==> src/rtl/ram_arbiter.sv <==
// ram_arbiter
//  Shares the single-port data RAM between two requesters:
//    port 0 - cpu LDR/STR path
//    port 1 - loader/debug DMA
//  The owner of the RAM gets one transaction per cycle. Read data comes back
//  one cycle after the read transaction and is steered to the port that
//  issued the read. The RAM macro is 1-cycle synchronous read.
//
//  Arbitration:
//    default build - round-robin with a burst limit of g_MAX_BURST
//                    transactions while the other port is waiting.
//    RAM_ARB_FIXED_PRIO_EN defined - port 0 always wins and preempts port 1
//                    after a single transaction; port 1 may starve.

module ram_arbiter #(
   parameter int g_RAM_WIDTH = 9,
   parameter int g_RAM_ADDR  = 11,
   parameter int g_MAX_BURST = 4
) (
   input  logic                   i_clk,
   input  logic                   i_rst_n,

   input  logic                   i_req0,
   input  logic                   i_we0,
   input  logic [g_RAM_ADDR-1:0]  i_addr0,
   input  logic [g_RAM_WIDTH-1:0] i_wdata0,
   output logic                   o_gnt0,
   output logic                   o_rvalid0,
   output logic [g_RAM_WIDTH-1:0] o_rdata0,

   input  logic                   i_req1,
   input  logic                   i_we1,
   input  logic [g_RAM_ADDR-1:0]  i_addr1,
   input  logic [g_RAM_WIDTH-1:0] i_wdata1,
   output logic                   o_gnt1,
   output logic                   o_rvalid1,
   output logic [g_RAM_WIDTH-1:0] o_rdata1,

   output logic                   o_ram_en,
   output logic                   o_ram_we,
   output logic                   o_ram_re,
   output logic [g_RAM_ADDR-1:0]  o_ram_addr,
   output logic [g_RAM_WIDTH-1:0] o_ram_data,
   input  logic [g_RAM_WIDTH-1:0] i_ram_data,

   output logic                   o_busy
);

   typedef enum logic [1:0] {
      ST_IDLE = 2'd0,
      ST_OWN0 = 2'd1,
      ST_OWN1 = 2'd2
   } state_t;

   state_t state;
   state_t state_nxt;

   logic   gnt0_q;
   logic   gnt1_q;
   logic   busy_q;
   logic   rvalid0_q;
   logic   rvalid1_q;

   // A transaction happens whenever the current owner is still requesting.
   logic   txn0;
   logic   txn1;

   assign txn0 = (state == ST_OWN0) && i_req0;
   assign txn1 = (state == ST_OWN1) && i_req1;

`ifndef RAM_ARB_FIXED_PRIO_EN
   localparam int CNT_W = $clog2(g_MAX_BURST + 1);

   // Transactions completed in the current ownership, saturating at the
   // burst limit so a lone requester never wraps the counter.
   logic [CNT_W-1:0] burst_cnt;

   // Port that wins the next tie out of IDLE (the one not served last).
   logic             rr_prio;

   // High when this cycle's transaction uses up the owner's burst allowance.
   logic             burst_done;

   assign burst_done = (int'(burst_cnt) + 1) >= g_MAX_BURST;
`endif

   // Pick the next owner from the current owner and both request lines.
   always_comb begin
      state_nxt = state;
`ifdef RAM_ARB_FIXED_PRIO_EN
      if (i_req0) begin
         state_nxt = ST_OWN0;
      end else if (i_req1) begin
         state_nxt = ST_OWN1;
      end else begin
         state_nxt = ST_IDLE;
      end
`else
      case (state)
         ST_IDLE: begin
            if (i_req0 && i_req1) begin
               state_nxt = rr_prio ? ST_OWN1 : ST_OWN0;
            end else if (i_req0) begin
               state_nxt = ST_OWN0;
            end else if (i_req1) begin
               state_nxt = ST_OWN1;
            end
         end
         ST_OWN0: begin
            if (!i_req0 && !i_req1) begin
               state_nxt = ST_IDLE;
            end else if (i_req1 && (!i_req0 || burst_done)) begin
               state_nxt = ST_OWN1;
            end
         end
         ST_OWN1: begin
            if (!i_req0 && !i_req1) begin
               state_nxt = ST_IDLE;
            end else if (i_req0 && (!i_req1 || burst_done)) begin
               state_nxt = ST_OWN0;
            end
         end
         default: begin
            state_nxt = ST_IDLE;
         end
      endcase
`endif
   end

   // Ownership state plus the registered grant, busy and read-return flags.
   always_ff @(posedge i_clk or negedge i_rst_n) begin
      if (!i_rst_n) begin
         state     <= ST_IDLE;
         gnt0_q    <= 1'b0;
         gnt1_q    <= 1'b0;
         busy_q    <= 1'b0;
         rvalid0_q <= 1'b0;
         rvalid1_q <= 1'b0;
      end else begin
         state     <= state_nxt;
         gnt0_q    <= (state_nxt == ST_OWN0);
         gnt1_q    <= (state_nxt == ST_OWN1);
         busy_q    <= (state_nxt != ST_IDLE);
         rvalid0_q <= txn0 && !i_we0;
         rvalid1_q <= txn1 && !i_we1;
      end
   end

`ifndef RAM_ARB_FIXED_PRIO_EN
   // Burst accounting and round-robin memory; both restart on every handover.
   always_ff @(posedge i_clk or negedge i_rst_n) begin
      if (!i_rst_n) begin
         burst_cnt <= '0;
         rr_prio   <= 1'b0;
      end else begin
         if (state_nxt != state) begin
            burst_cnt <= '0;
         end else if ((txn0 || txn1) && (int'(burst_cnt) < g_MAX_BURST)) begin
            burst_cnt <= burst_cnt + CNT_W'(1);
         end

         if ((state_nxt != state) && (state_nxt == ST_OWN0)) begin
            rr_prio <= 1'b1;
         end else if ((state_nxt != state) && (state_nxt == ST_OWN1)) begin
            rr_prio <= 1'b0;
         end
      end
   end
`endif

   // The RAM side follows the owner combinationally. With no transaction the
   // address and data simply show port 0, since the RAM ignores them then.
   assign o_ram_en   = txn0 || txn1;
   assign o_ram_we   = (txn0 && i_we0) || (txn1 && i_we1);
   assign o_ram_re   = o_ram_en && !o_ram_we;
   assign o_ram_addr = txn1 ? i_addr1  : i_addr0;
   assign o_ram_data = txn1 ? i_wdata1 : i_wdata0;

   // Read data is shared, qualified per port by its own valid pulse.
   assign o_rvalid0  = rvalid0_q;
   assign o_rvalid1  = rvalid1_q;
   assign o_rdata0   = rvalid0_q ? i_ram_data : '0;
   assign o_rdata1   = rvalid1_q ? i_ram_data : '0;

   assign o_gnt0     = gnt0_q;
   assign o_gnt1     = gnt1_q;
   assign o_busy     = busy_q;

endmodule
==> config.mk <==
export PLATFORM = sky130hd
export DESIGN_NAME = ram_arbiter
export DESIGN_NICKNAME = d
export VERILOG_FILES = /design/src/rtl/ram_arbiter.sv
export SDC_FILE = /design/constraint.sdc
export NUM_CORES = 1
export LEC_CHECK = 0
export BUFFER_PORTS_ARGS = -buffer_cell sky130_fd_sc_hd__buf_2
export CAP_MARGIN = 15
export CELL_PAD_IN_SITES_DETAIL_PLACEMENT = 2
export CELL_PAD_IN_SITES_GLOBAL_PLACEMENT = 2
export CORE_ASPECT_RATIO = 1.1
export CORE_MARGIN = 2
export CORE_UTILIZATION = 18
export DETAILED_ROUTE_END_ITERATION = 12
export GPL_TIMING_DRIVEN = 0
export PLACE_DENSITY = 0.85
export SYNTH_ARGS = -nofsm -noshare
export SYNTH_HDL_FRONTEND = slang
export SYNTH_SLANG_ARGS = --single-unit
==> constraint.sdc <==
create_clock -name i_clk -period 3.2 [get_ports i_clk]
set_input_delay 0.16 -clock i_clk [delete_from_list [all_inputs] [get_ports i_clk]]
set_output_delay 0.16 -clock i_clk [all_outputs]
set_load 0.01 [all_outputs]
* After elaboration in Yosys (flattened, before gate mapping) *
Index checks and enable logic that the tools add are counted.

cells by class
  add/sub/neg operators = 2
  magnitude comparators = 2
  equal/unequal tests = 5
  multiplexer cells = 17
  reduce and logical (&&, ||, !) cells = 27

operator list
  cell                                                                   count
  9-bit two-way mux                                                      3
  2-bit two-way mux                                                      8
  1-bit logical AND                                                      14
  11-bit two-way mux                                                     1
  3-bit two-way mux                                                      2
  2-bit one-hot mux with 3 select lines                                  1
  2-bit nonzero test                                                     3
  1-bit logical NOT                                                      5
  3-bit by 1-bit adder with 4-bit output, second input constant          1
  2-bit by 1-bit equality test with 1-bit output, second input constant  2
  2-bit equality test, second input constant                             2
  4-bit by 3-bit >= comparator with 1-bit output, second input constant  1
  1-bit logical OR                                                       4
  3-bit by 1-bit adder with 3-bit output, second input constant          1
  3-bit < comparator, second input constant                              1
  2-bit logical NOT                                                      1
  1-bit two-way mux                                                      2
  2-bit != test                                                          1

word-level totals
  register bits after elaboration = 11
  bits of input ports = 55
  output and inout bits = 46
  logic and storage cells = 61

* Logic depth before layout (Yosys ltp) *
  word-level depth = 11
  gate-level depth with buffers = 6
  gate-level depth less buffers = 5

* Worst setup path before layout *
Ideal clock, no wire load.

  kind = reg2reg
  start = reg burst_cnt[0]
  end = reg gnt1_q, in the netlist o_gnt1
  library setup time = 0.082 ns
  data arrival time = 1.366 ns
  required time = 3.118 ns
  slack = 1.752 ns
  stages on the path, launching flop included = 6
  buffers on the path = 0
  clock period less this slack = 1.448 ns
  cells stage by stage = dfrtp_1 > ha_1 > nor2_1 > a21oi_4 > or3_1 > a31oi_1

between the ends
  word-level cells in the longest chain between the ends = 8
  elaborated cells between the ends (all ways) = 12
  classes of those cells = add/sub (1); order compare (1); eq/ne (1); mux (5); reduce/logical (4)

ends and longest elaborated chain
  element                                             line      source
  start: declaration                                  76        logic [CNT_W-1:0] burst_cnt;
  start signal: assignment                            159       burst_cnt <= burst_cnt + CNT_W'(1);
  3-bit by 1-bit adder with 4-bit output (*)          84        assign burst_done = (int'(burst_cnt) + 1) >= g_MAX_BURST;
  4-bit by 3-bit >= comparator with 1-bit output (*)  84
  1-bit logical OR, on equally long branches          119, 112
  1-bit logical AND, on equally long branches         119, 112
  2-bit two-way mux, on equally long branches         119, 112
  2-bit two-way mux, on equally long branches         117, 110
  2-bit one-hot mux with 3 select lines (*)           99        case (state)
  2-bit equality test (*)                             142       gnt1_q <= (state_nxt == ST_OWN1);
  end signal: assignment                              142
  end: declaration                                    59        logic gnt1_q;

Every way passes the cells marked *; elsewhere a longest branch is shown, timed or not.
A chain may end at the register's enable or synchronous reset.

* Worst setup path after layout *
  start = reg state[0]
  end = out o_ram_addr[9]

between the ends
  word-level cells in the longest chain between the ends = 3

ends and longest elaborated chain
  element                   line  source
  start: declaration        55    state_t state;
  start signal: assignment  140   state <= state_nxt;
  2-bit equality test       69    assign txn1 = (state == ST_OWN1) && i_req1;
  1-bit logical AND         69
  11-bit two-way mux        176   assign o_ram_addr = txn1 ? i_addr1 : i_addr0;
  end: declaration          42    output logic [g_RAM_ADDR-1:0] o_ram_addr,

Every way passes these cells.

==> metrics.txt <==
number of max-cap violations 0; vias in the first global route 1259; cells after synthesis 105; max-slew violations 0; Seq cells post-synth 11; CP arrival 1.70 ns; CTS tree built; placed wire-length estimate 2.961 mm; count of cell types in the netlist 28; fill count 626; dpl cells 278; sequential fraction of the synthesis area 28.28%; CTS H-Tree Depth 1; RePlAce Congestion 0.7497; period utilisation layout 58.16%; largest net degree at the start of global routing 12; CP Class flip-flop to output port; run status finished, final reports clean; core area 5290 µm²; setup repair after global routing missed its margin no; Hold Crit Endpoint o_rvalid0; initial antenna violation count 0; setup violators final 0; Finished Layout Cells 283; Data required, critical path 3.04 ns; postcts setup bufs 0; switching power share of the total 32.68%; hold depth 2; HP Class input pin to flip-flop; Critical R2R Capture o_gnt1; largest area contributor in the netlist dfrtp_1; mean post-synth cell area 9.271 µm²; PortBufs 98; Final ANT Viol Nets 0; Static Leak 0.9064 nW; io pins 101; # rows 28; CP endpoint kind output port; Vias per Instance 4.205; die height 81.13 µm; Final Hold Fails 0; Clk pwr share 26.9%; total track usage 11.11%; layout cells sized above 1 64.90%; Remaining Overflow, GRT 0; Worst Path Max Fanout 10; first-pass GRT wire length 5.299 mm; chip width 74.12 µm; Detailed Route WL 3.402 mm; Worst Tran Pin Value 0.3007 ns; worst vdd ir 119.5 µV; drt pass-1 iters 3; fin area 1613 µm²; final net count 265; Synth warnings 0; cts bufs inserted 3; clk sink count 11; clk slew on worst S/H paths 0.05 ns; worst-case clock buffer depth 2; Fmax achieved 0.5373 GHz; die area 6013 µm²; Worst Reg-to-Reg Cells 5; post-route minimum period 1.861 ns; vias post-DR 1190; worst hold start i_we0; placed inst area 1558 µm²; Fin Setup TNS 0 ns; WL/cell 12.02 µm; R2R Setup Slk 1.66 ns; P per Cell Area 324.8 nW/µm²; commonest non-fill, non-tap cell in the layout buf_2; Synth area leaders dfrtp_1 (28%), mux2_2 (23%), and2_1 (12%); Post-Syn Nets 161; Initial DRC Count 8; crit path launch type flip-flop; internal power consumption 352.6 µW; Seq pwr share 31.8%; combinational share of power 41.4%; initial core utilization 18.40%; clock root cell clkbuf_8; switching power 171.1 µW; r2r startpoint burst_cnt[0]; Remaining DRCs 0; Clock Latency Late Sink 0.24 ns; Clock Skews 0.004612 ns; Layout area overhead 65.68%; Final Core Density 30.49%; highest-count cells in the layout ignoring fill and taps buf_2 (101), mux2_2 (20), and2_1 (18); normalized max-slew margin 79.87%; ant diodes 0; post-synth top area share 28.28%; Mapped Area 973.4 µm²
worst max-delay path by stage:
stage / start / to / slack (ns) / depth (start not counted)
3_3_place_gp: state[0] / o_ram_addr[8] / 1.59 / 5
5_1_grt: state[0] / o_ram_data[1] / 1.23 / 5
4_1_cts: state[0] / o_ram_addr[4] / 1.32 / 5
6_report: state[0] / o_ram_addr[9] / 1.34 / 5
2_1_floorplan: burst_cnt[0] / o_gnt1 / 1.75 / 5
3_5_place_dp: state[0] / o_ram_addr[4] / 1.58 / 5
area by class of cell:
| type | count | area [µm²] | area share [%] |
|---|---|---|---|
| well taps | 75 | 93.84 | 5.818 |
| flip-flops and latches | 11 | 275.3 | 17.07 |
| repair buffers | 99 | 500.5 | 31.03 |
| inverters | 4 | 15.01 | 0.9310 |
| clock buffers | 4 | 45.04 | 2.793 |
| multi-input cells | 84 | 644.4 | 39.95 |
| plain buffers | 6 | 38.79 | 2.405 |
flip-flops by register name, summed over array words and instances (netlist names):
name       count
o_busy         1
state          2
o_gnt0         1
rr_prio        1
burst_cnt      3
o_gnt1         1
o_rvalid1      1
o_rvalid0      1
synth_stat cells:
master and count:
a211o_2 1, a21o_2 1, a21oi_1 10, a21oi_2 1, a21oi_4 1, a2bb2oi_1 1, a31oi_1 4, and2_1 18
and2_4 1, buf_2 3, buf_4 1, buf_6 1, clkbuf_2 1, dfrtp_1 11, ha_1 1, inv_1 4
mux2_2 20, mux2i_1 1, nand2_1 8, nand3_1 1, nand3b_4 2, nor2_1 6, o211ai_1 1, o21ai_0 2
o221a_2 1, o22ai_1 1, or3_1 1, xnor2_1 1
layer usage:
layer	up-vias	share of wire, %	global-route usage (%)
met5	-	0	0
met4	0	1.1	3.818
met3	4	12	3.102
met2	80	51	22.14
met1	533	35	10.58
li1	573	-	-
cell families after synthesis:
| logic type | after synthesis | share of synthesized area, % |
|---|---|---|
| AO/OA/AOI/OAI | 24 | 16.71 |
| XOR/XNOR | 1 | 0.8999 |
| adder cells (fa/ha/maj) | 1 | 1.285 |
| buffers and inverters | 10 | 5.526 |
| flip-flops | 11 | 28.28 |
| multiplexers | 21 | 24.16 |
| AND/OR/NAND/NOR | 37 | 23.14 |
power groups by stage:
stage	Combinational [mW]	Clock, mW	Sequential, mW
2_1_floorplan	0.126	0	0.169
3_3_place_gp	0.213	0	0.168
3_5_place_dp	0.220	0	0.169
4_1_cts	0.222	0.144	0.166
5_1_grt	0.241	0.153	0.169
6_report	0.217	0.141	0.166
metrics by stage:
stage               setup WS, ns  hold slack (ns)  total power [mW]
finish                     1.339          0.08865            0.5238
CTS                        1.317          0.08788            0.5322
floorplan                  1.752          -0.1356            0.2955
global placement           1.585          0.05353            0.3806
detailed placement         1.575          0.05820            0.3885
global route               1.233          0.08924            0.5631
timing repair:
| item | CTS | global route |
|---|---|---|
| endpoints found under the hold margin | 11 | 0 |
| gates resized for setup | 0 | 0 |
| hold buffers | 1 | 0 |
worst max-delay path: stages, from the launching register on:
cell and delay (ns):
dfrtp_1 0.31, buf_2 0.22, nand3b_4 0.24, buf_4 0.21, mux2_2 0.34, buf_2 0.14
(Power assumes the default switching activity.)
